==> src/rtl/riscv_seq_alu.sv <==
// rtl/riscv_seq_alu.sv - handshaked RISC-V ALU with iterative MUL/DIVU/REMU
module riscv_seq_alu #(
  parameter int WIDTH = 64,
  parameter int CW    = $clog2(WIDTH) + 1
) (
  input  logic             clock,
  input  logic             reset,
  input  logic             in_valid,
  output logic             in_ready,
  input  logic [3:0]       ALUctl,
  input  logic [WIDTH-1:0] A,
  input  logic [WIDTH-1:0] B,
  output logic             out_valid,
  input  logic             out_ready,
  output logic [WIDTH-1:0] ALUOut,
  output logic             Zero,
  output logic             busy
);
  typedef enum logic [1:0] {IDLE, BUSY, DONE} state_t;

  localparam logic [3:0]    OP_MUL  = 4'd3;
  localparam logic [3:0]    OP_DIVU = 4'd4;
  localparam logic [3:0]    OP_REMU = 4'd5;
  localparam logic [CW-1:0] LAST    = CW'(WIDTH - 1);

  state_t           state;
  logic [CW-1:0]    cnt;
  logic [3:0]       op;
  logic [WIDTH-1:0] opa, opb, acc, rem;
  logic [WIDTH-1:0] single_res, acc_nxt, rem_nxt, quo_nxt, iter_res;
  logic [WIDTH:0]   rem_sh;
  logic             rem_ge, is_iter;

  assign in_ready  = (state == IDLE);
  assign out_valid = (state == DONE);
  assign busy      = (state == BUSY);
  assign is_iter   = (ALUctl == OP_MUL) || (ALUctl == OP_DIVU) || (ALUctl == OP_REMU);

  always_comb begin
    single_res = '0;
    case (ALUctl)
      4'd0:    single_res = A & B;
      4'd1:    single_res = A | B;
      4'd2:    single_res = A + B;
      4'd6:    single_res = A - B;
      4'd7:    single_res = {{(WIDTH-1){1'b0}}, (A < B)};
      4'd8:    single_res = {{(WIDTH-1){1'b0}}, ($signed(A) < $signed(B))};
      4'd12:   single_res = ~(A | B);
      default: single_res = '0;
    endcase
  end

  // MUL shifts opa left / opb right; DIVU/REMU shifts the dividend out of opa
  // MSB first while the quotient bits shift in at the bottom.
  always_comb begin
    acc_nxt = acc + (opb[0] ? opa : '0);
    rem_sh  = {rem, opa[WIDTH-1]};
    rem_ge  = (rem_sh >= {1'b0, opb});
    rem_nxt = rem_ge ? WIDTH'(rem_sh - {1'b0, opb}) : rem_sh[WIDTH-1:0];
    quo_nxt = {opa[WIDTH-2:0], rem_ge};
    case (op)
      OP_MUL:  iter_res = acc_nxt;
      OP_DIVU: iter_res = quo_nxt;
      default: iter_res = rem_nxt;
    endcase
  end

  always_ff @(posedge clock) begin
    if (reset) begin
      state  <= IDLE;
      cnt    <= '0;
      op     <= '0;
      opa    <= '0;
      opb    <= '0;
      acc    <= '0;
      rem    <= '0;
      ALUOut <= '0;
      Zero   <= 1'b1;
    end else begin
      case (state)
        IDLE: if (in_valid) begin
          op  <= ALUctl;
          opa <= A;
          opb <= B;
          acc <= '0;
          rem <= '0;
          cnt <= '0;
          if (is_iter) begin
            state <= BUSY;
          end else begin
            ALUOut <= single_res;
            Zero   <= (single_res == '0);
            state  <= DONE;
          end
        end
        BUSY: begin
          cnt <= cnt + CW'(1);
          if (op == OP_MUL) begin
            acc <= acc_nxt;
            opa <= opa << 1;
            opb <= opb >> 1;
          end else begin
            rem <= rem_nxt;
            opa <= quo_nxt;
          end
          if (cnt == LAST) begin
            ALUOut <= iter_res;
            Zero   <= (iter_res == '0);
            state  <= DONE;
          end
        end
        DONE: if (out_ready) state <= IDLE;
        default: state <= IDLE;
      endcase
    end
  end
endmodule

==> config.mk <==
export PLATFORM = sky130hd
export DESIGN_NAME = riscv_seq_alu
export DESIGN_NICKNAME = d
export VERILOG_FILES = /design/src/rtl/riscv_seq_alu.sv
export SDC_FILE = /design/constraint.sdc
export NUM_CORES = 2
export LEC_CHECK = 0
export CAP_MARGIN = 20
export CORE_MARGIN = 2
export CORE_UTILIZATION = 34
export CTS_CLUSTER_DIAMETER = 50
export CTS_CLUSTER_SIZE = 16
export DETAILED_ROUTE_END_ITERATION = 8
export GPL_TIMING_DRIVEN = 0
export MAX_ROUTING_LAYER = met4
export SYNTH_ARGS = -nofsm -noshare
export SYNTH_HDL_FRONTEND = slang
export SYNTH_SLANG_ARGS = --single-unit
==> constraint.sdc <==
create_clock -name clock -period 4.16 [get_ports clock]
set_input_delay 0.416 -clock clock [delete_from_list [all_inputs] [get_ports clock]]
set_output_delay 0.416 -clock clock [all_outputs]
set_load 0.01 [all_outputs]
# Word-level counts from Yosys, hierarchy flattened
# Cells that the tools add are included.
# classes
n_mux	30
add_sub_neg	5
reduce_logical	13
order_cmp	3
eq_ne	20
bitwise	3
# op_table
operator	n
case mux 64 bit (2 select lines)	6
two-way mux 64 bit	11
case mux 64 bit (7 select lines)	1
adder 64 bit	2
logical NOT 64 bit	2
< comparator 64 bit	2
subtractor 64 bit	2
greater-or-equal comparator 65 x 64 -> 1 bit	1
AND 64 bit	1
NOT 64 bit	1
OR 64 bit	1
== test 4 x 3 -> 1 bit, second input constant	5
case mux 7 bit (2 select lines)	1
== test 4 x 2 -> 1 bit, second input constant	3
AND reduction 3 bit	3
== test 4 bit, second input constant	2
two-way mux 2 bit	4
adder 7 x 1 -> 7 bit, second input constant	1
== test 7 x 6 -> 1 bit, second input constant	1
two-way mux 7 bit	1
!= test 2 x 1 -> 1 bit, second input constant	3
!= test 2 bit, second input constant	3
case mux 2 bit (3 select lines)	1
== test 4 x 1 -> 1 bit, second input constant	1
10 further kinds	15
# totals
wordCells	83
in_bits	136
regBits	334
out_inout_bits	68

# Depth between registers and ports, before layout
# logic_depth
ltp_word	7
mapped_depth	20
mapped_depth_nobuf	18

# Worst setup path after synthesis
# Ideal clock, no wire load.
# synth_timing
path_type	register to register
from	register opb[0]
to	register Zero
path_buffers	3
t_required_ps	4101
path_slack_ps	-12
t_arrival_ps	4113
stages_incl_launch_ff	20
synth_period_minus_slack_ps	4172
setup_time_ps	59
cell_sequence	dfxtp_1 > clkbuf_1 > clkbuf_1 > and2_1 > ha_1 > buf_2 > a21o_1 > a221o_1 > a31oi_4 > a31oi_1 > o21ba_1 > or3_1 > a32o_1 > a2111oi_0 > nand4_1 > nor4_1 > nand4_1 > nor4_1 > a221oi_1 > nand2_1
# synth_via
elab_chain_cells	6
word_cells_on_any_way	9
classes_between	add/sub (2); order compare (1); mux (5); reduce/logical (1)
# synth_lines
element	line_no	source
start: declaration	29	logic [WIDTH-1:0] opa, opb, acc, rem;
start signal: assignment	101	opb <= opb >> 1;
subtractor 64 bit (tied with other cells)	59	rem_nxt = rem_ge ? WIDTH'(rem_sh - {1'b0, opb}) : rem_sh[WIDTH-1:0];
two-way mux 64 bit or adder 64 bit (tied branches)	59, 56	
case mux 64 bit (2 select lines) *	61	case (op)
logical NOT 64 bit *	108	Zero <= (iter_res == '0);
two-way mux 1 bit *	106	if (cnt == LAST) begin
case mux 1 bit (2 select lines) *	80	case (state)
end signal: assignment	92	Zero <= (single_res == '0);
end signal: assignment	108	
end: declaration	16	output logic Zero,
# Mark *: on every way between the ends. The rest lies on a longest branch, timed or not. The select of a mux whose other input is x is not followed.
# A chain may end at the register's enable or synchronous reset.

# Worst setup path after layout
# layout_timing
from	register rem[33]
to	register Zero
# layout_via
elab_chain_cells	6
word_cells_on_any_way	7
classes_between	add/sub (1); order compare (1); mux (4); reduce/logical (1)
# layout_lines
element	line_no	source
start: declaration	29	
start signal: assignment	103	rem <= rem_nxt;
subtractor 64 bit or greater-or-equal comparator 65 x 64 -> 1 bit (tied branches)	59, 58	
two-way mux 64 bit	59	
case mux 64 bit (2 select lines) *	61	
logical NOT 64 bit *	108	
two-way mux 1 bit *	106	
case mux 1 bit (2 select lines) *	80	
# Marked as above.

==> impl_metrics.prom <==
# TYPE chip_impl_metric gauge
chip_impl_metric{name="clkLatencyLatePin",unit="ps"} 710
chip_impl_metric{name="die_width",unit="um"} 336
chip_impl_metric{name="critPathMaxFanout",unit=""} 10
chip_impl_info{name="violations_in_the_final_reports",value="setup timing"} 1
chip_impl_metric{name="dpl.cell_count",unit=""} 7064
chip_impl_metric{name="tightestPinTransition",unit="ps"} 1380
chip_impl_metric{name="clock_tree.buffer_depth",unit=""} 3
chip_impl_metric{name="cts.sink_count",unit=""} 334
chip_impl_info{name="timing_worst_setup_path_type",value="reg -> reg"} 1
chip_impl_metric{name="post_synthesis_cells",unit=""} 5430
chip_impl_metric{name="final_hold_viol_count",unit=""} 0
chip_impl_info{name="outcome",value="finished, violations left"} 1
chip_impl_metric{name="viasPerCell",unit=""} 6.49
chip_impl_metric{name="layout.core_utilization",unit=""} 0.448
chip_impl_metric{name="post_route_cells_drive_above_1_share",unit=""} 0.181
chip_impl_metric{name="avgRoutedWirePerCell",unit="um"} 33.1
chip_impl_metric{name="yosys_register_bits",unit=""} 334
chip_impl_metric{name="timing.critical_path.arrival",unit="ps"} 5570
chip_impl_metric{name="synth_area",unit="um2"} 37400
chip_impl_info{name="cts_tree",value="yes"} 1
chip_impl_metric{name="top_level_ports",unit=""} 204
chip_impl_metric{name="routed-via-count",unit=""} 47500
chip_impl_metric{name="power.combinational.fraction",unit=""} 0.397
chip_impl_metric{name="setup_total_negative_slack",unit="ps"} -2610
chip_impl_metric{name="fp_rows",unit=""} 121
chip_impl_metric{name="detail_route.first_pass.iterations",unit=""} 9
chip_impl_metric{name="grt.met1_usage",unit=""} 0.523
chip_impl_metric{name="die_height",unit="um"} 336
chip_impl_metric{name="fin_hold_ws",unit="ps"} 56.1
chip_impl_metric{name="area.growth.synth_to_final",unit="%"} 30.5
chip_impl_metric{name="maxCapViolations",unit=""} 0
chip_impl_metric{name="power.share.switching",unit=""} 0.435
chip_impl_metric{name="number_of_buffers_inserted_during_clock_tree_synthesis",unit=""} 59
chip_impl_info{name="cts_root_buf",value="sky130_fd_sc_hd__clkbuf_16"} 1
chip_impl_metric{name="antenna_found_initial",unit=""} 14
chip_impl_metric{name="worst_slew_margin_rel",unit=""} 0.0707
chip_impl_metric{name="slowest_delay",unit="ps"} 530
chip_impl_metric{name="cell_internal_pwr",unit="uW"} 8220
chip_impl_metric{name="remaining_drc_errors",unit=""} 0
chip_impl_metric{name="route.antenna.remaining_nets",unit=""} 0
chip_impl_metric{name="hold_fix_buffer_count_after_cts",unit=""} 0
chip_impl_info{name="critPathLaunchType",value="flop"} 1
chip_impl_metric{name="synthesis.nets",unit=""} 5893
chip_impl_metric{name="instances_no_fill",unit=""} 7314
chip_impl_metric{name="totalWireLength",unit="um"} 242000
chip_impl_metric{name="dp_worst_setup_slack",unit="ps"} -3100
chip_impl_metric{name="start_util",unit=""} 0.343
chip_impl_metric{name="irDropWorstVdd",unit="V"} 0.000334
chip_impl_metric{name="clock_power_share",unit=""} 0.348
chip_impl_metric{name="groute.layer.met3.usage",unit=""} 0.0829
chip_impl_metric{name="yosys_warnings",unit=""} 0
chip_impl_info{name="endpoint_kind",value="flop"} 1
chip_impl_metric{name="cts.htree.levels",unit=""} 2
chip_impl_metric{name="clk_pin_slew_worst_paths",unit="ps"} 60
chip_impl_metric{name="worst_clock_skew",unit="ps"} 40.2
chip_impl_metric{name="grtUsageTotal",unit=""} 0.425
chip_impl_metric{name="initialDrtViolationCount",unit=""} 6299
chip_impl_metric{name="p_seq_frac",unit=""} 0.256
chip_impl_metric{name="grt_pass1_wl",unit="um"} 333000
chip_impl_metric{name="vias_in_the_first_global_route",unit=""} 44500
chip_impl_metric{name="synth.avg_cell_area",unit="um2"} 6.88
chip_impl_metric{name="final_net_count",unit=""} 6306
chip_impl_info{name="critPathSlowestCell",value="sky130_fd_sc_hd__a211oi_4"} 1
chip_impl_metric{name="ys_async_sr_fraction",unit=""} 0
chip_impl_metric{name="post_synth_edffs",unit=""} 0
chip_impl_info{name="grt-busiest-layer",value="met2"} 1
chip_impl_metric{name="core_region_area",unit="um2"} 109000
chip_impl_metric{name="fmax",unit="GHz"} 0.202
chip_impl_metric{name="min_period",unit="ps"} 4950
chip_impl_info{name="grt_setup_unrepaired",value="true"} 1
chip_impl_metric{name="power-per-cell-area",unit="nW/um2"} 298
chip_impl_metric{name="die_area",unit="um2"} 113000
chip_impl_metric{name="post_layout_worst_setup_margin",unit="ps"} -786
chip_impl_info{name="cell_by_cell_trace_of_the_critical_path",value="ha_2 > a21oi_4 > o21bai_1 > a21o_1 > a211oi_4 > and3_4 > buf_12 > a21oi_4 > clkbuf_2 > a21oi_2 > nand4_1 > nor4_2 > nand4_1 > nor4_2 > a221oi_1 > nand2_1"} 1
chip_impl_metric{name="grt_util_met2",unit=""} 0.636
chip_impl_info{name="synth_ff_type",value="sky130_fd_sc_hd__dfxtp_1"} 1
chip_impl_metric{name="port_buffers",unit=""} 202
chip_impl_metric{name="p_leak",unit="uW"} 0.0192
chip_impl_metric{name="proportion_of_synthesized_chip_area_in_sequential_cells",unit=""} 0.179
chip_impl_metric{name="grt_max_degree",unit=""} 18
chip_impl_metric{name="layout.filler_cells",unit=""} 11300
chip_impl_metric{name="timing.final.crit_share",unit=""} 1.19
chip_impl_metric{name="cp_data_required_time",unit="ps"} 4790
chip_impl_metric{name="gp_congestion",unit=""} 1.12
chip_impl_metric{name="dpl.hpwl",unit="um"} 197000
chip_impl_metric{name="synthDistinctLibCells",unit=""} 121
chip_impl_metric{name="setup_viol",unit=""} 19
chip_impl_metric{name="grt_total_ovfl",unit=""} 0
chip_impl_metric{name="p_switching",unit="uW"} 6320
chip_impl_metric{name="final-max-slew-violation-count",unit=""} 0
chip_impl_info{name="worst_hold_path_type",value="in -> reg"} 1
==> placed cells by master, fill, tap and decap left out, drive strengths merged, types with 77 or more instances in the layout <==
cell type / instances
ha: 323
o21ai: 250
a211oi: 104
nand4: 120
dfxtp: 334
nor2: 611
clkbuf: 329
a31oi: 85
a311oi: 160
buf: 290
clkdlybuf4s50: 138
nor3: 117
xnor2: 96
nand2: 705
a21o: 77
inv: 312
a21oi: 540
and2: 93
nand3: 152
==> power groups by stage <==
stage          Clock (uW)  Sequential [uW]  Combinational (uW)
2_1_floorplan           0             3570                2820
3_3_place_gp            0             3740                4780
3_5_place_dp            0             3740                4760
4_1_cts              5040             3680                5370
5_1_grt              5180             3710                5980
6_report             5050             3720                5770
==> through the flow <==
stage / area [um2] / total power [uW]
2_1_floorplan: 37400 / 6390
3_3_place_gp: 41200 / 8520
3_5_place_dp: 41400 / 8510
4_1_cts: 47300 / 14100
5_1_grt: 48800 / 14900
6_report: 48800 / 14500
==> cells in the mapped netlist (all sizes together), types with 35 or more instances <==
| master | count | area share |
|---|---|---|
| a211oi | 104 | 0.021 |
| a21o | 77 | 0.015 |
| a21oi | 540 | 0.073 |
| a221o | 38 | 0.010 |
| a221oi | 51 | 0.012 |
| a311oi | 160 | 0.037 |
| a31oi | 85 | 0.015 |
| and2 | 93 | 0.016 |
| buf | 90 | 0.013 |
| clkbuf | 307 | 0.031 |
| dfxtp | 334 | 0.18 |
| ha | 323 | 0.11 |
| inv | 301 | 0.030 |
| mux2i | 35 | 0.0094 |
| nand2 | 705 | 0.071 |
| nand3 | 152 | 0.020 |
| nand4 | 120 | 0.020 |
| nor2 | 611 | 0.061 |
| nor2b | 35 | 0.0059 |
| nor3 | 117 | 0.017 |
| nor4 | 61 | 0.011 |
| o211ai | 67 | 0.014 |
| o21a | 47 | 0.0094 |
| o21ai | 250 | 0.034 |
| o21bai | 48 | 0.0097 |
| o31ai | 51 | 0.011 |
| xnor2 | 96 | 0.022 |
| xor2 | 58 | 0.014 |
==> worst paths after layout <==
kind,start,end,slack (ps),depth (start not counted)
hold reg to reg,ALUOut[3],ALUOut[3],460,2
setup reg to reg,rem[33],Zero,-790,16
setup / recovery,rem[33],Zero,-790,16
hold / removal,A[3],opa[3],60,3
==> layout make-up <==
class,instances,area [um2],share of cell area
Clock buffer,64,1510,0.0309
Inverter,301,1130,0.0232
Clock inverter,44,503,0.0103
Multi-Input combinational cell,4398,31600,0.647
Sequential cell,334,6740,0.138
Antenna cell,10,25.0,0.000513
Buffer,342,1760,0.0361
Tap cell,1414,1770,0.0363
Timing Repair Buffer,407,3790,0.0777
==> cells by family (layout without fill, tap and decap cells) <==
family / after synthesis / after routing / share of synthesized area
AOI/OAI and AO/OA: 1787 / 1787 / 0.330
xor gates and xnor gates: 154 / 154 / 0.0361
adders and majority gates: 327 / 327 / 0.110
buffers and inverters: 698 / 1158 / 0.0738
DFF: 334 / 334 / 0.179
muxes: 41 / 41 / 0.0112
other: 0 / 10 / 0
and+or+nand+nor: 2089 / 2089 / 0.260
==> layer usage <==
| metal | routed length (um) | vias to the layer above |
|---|---|---|
| met4 | 19400 | 0 |
| met1 | 95900 | 22900 |
| met2 | 103000 | 3033 |
| li1 | - | 20700 |
| met5 | 0 | - |
| met3 | 23900 | 797 |
==> flip-flops by register name, indices dropped and copies added, names as in the netlist <==
name	cells
ALUOut	64
acc	64
opa	64
opb	64
rem	64
cnt	7
op	4
state	2
Zero	1
==> critical path: cells and delay by family (launching register included) <==
| kind | cells | cell delay (ps) |
|---|---|---|
| compound gates | 7 | 1750 |
| simple gates | 6 | 1640 |
| buf+inv | 2 | 570 |
| flops | 1 | 490 |
| fa+ha+maj | 1 | 390 |
==> timing repair <==
item / 4_1_cts / 5_1_grt
cloned: 6 / 0
buffers inserted: 145 / 36
resized for setup: 738 / 299
pin swaps: 162 / 58
setup endpoints to repair: 218 / 75
Power figures use the tool's default switching activity.
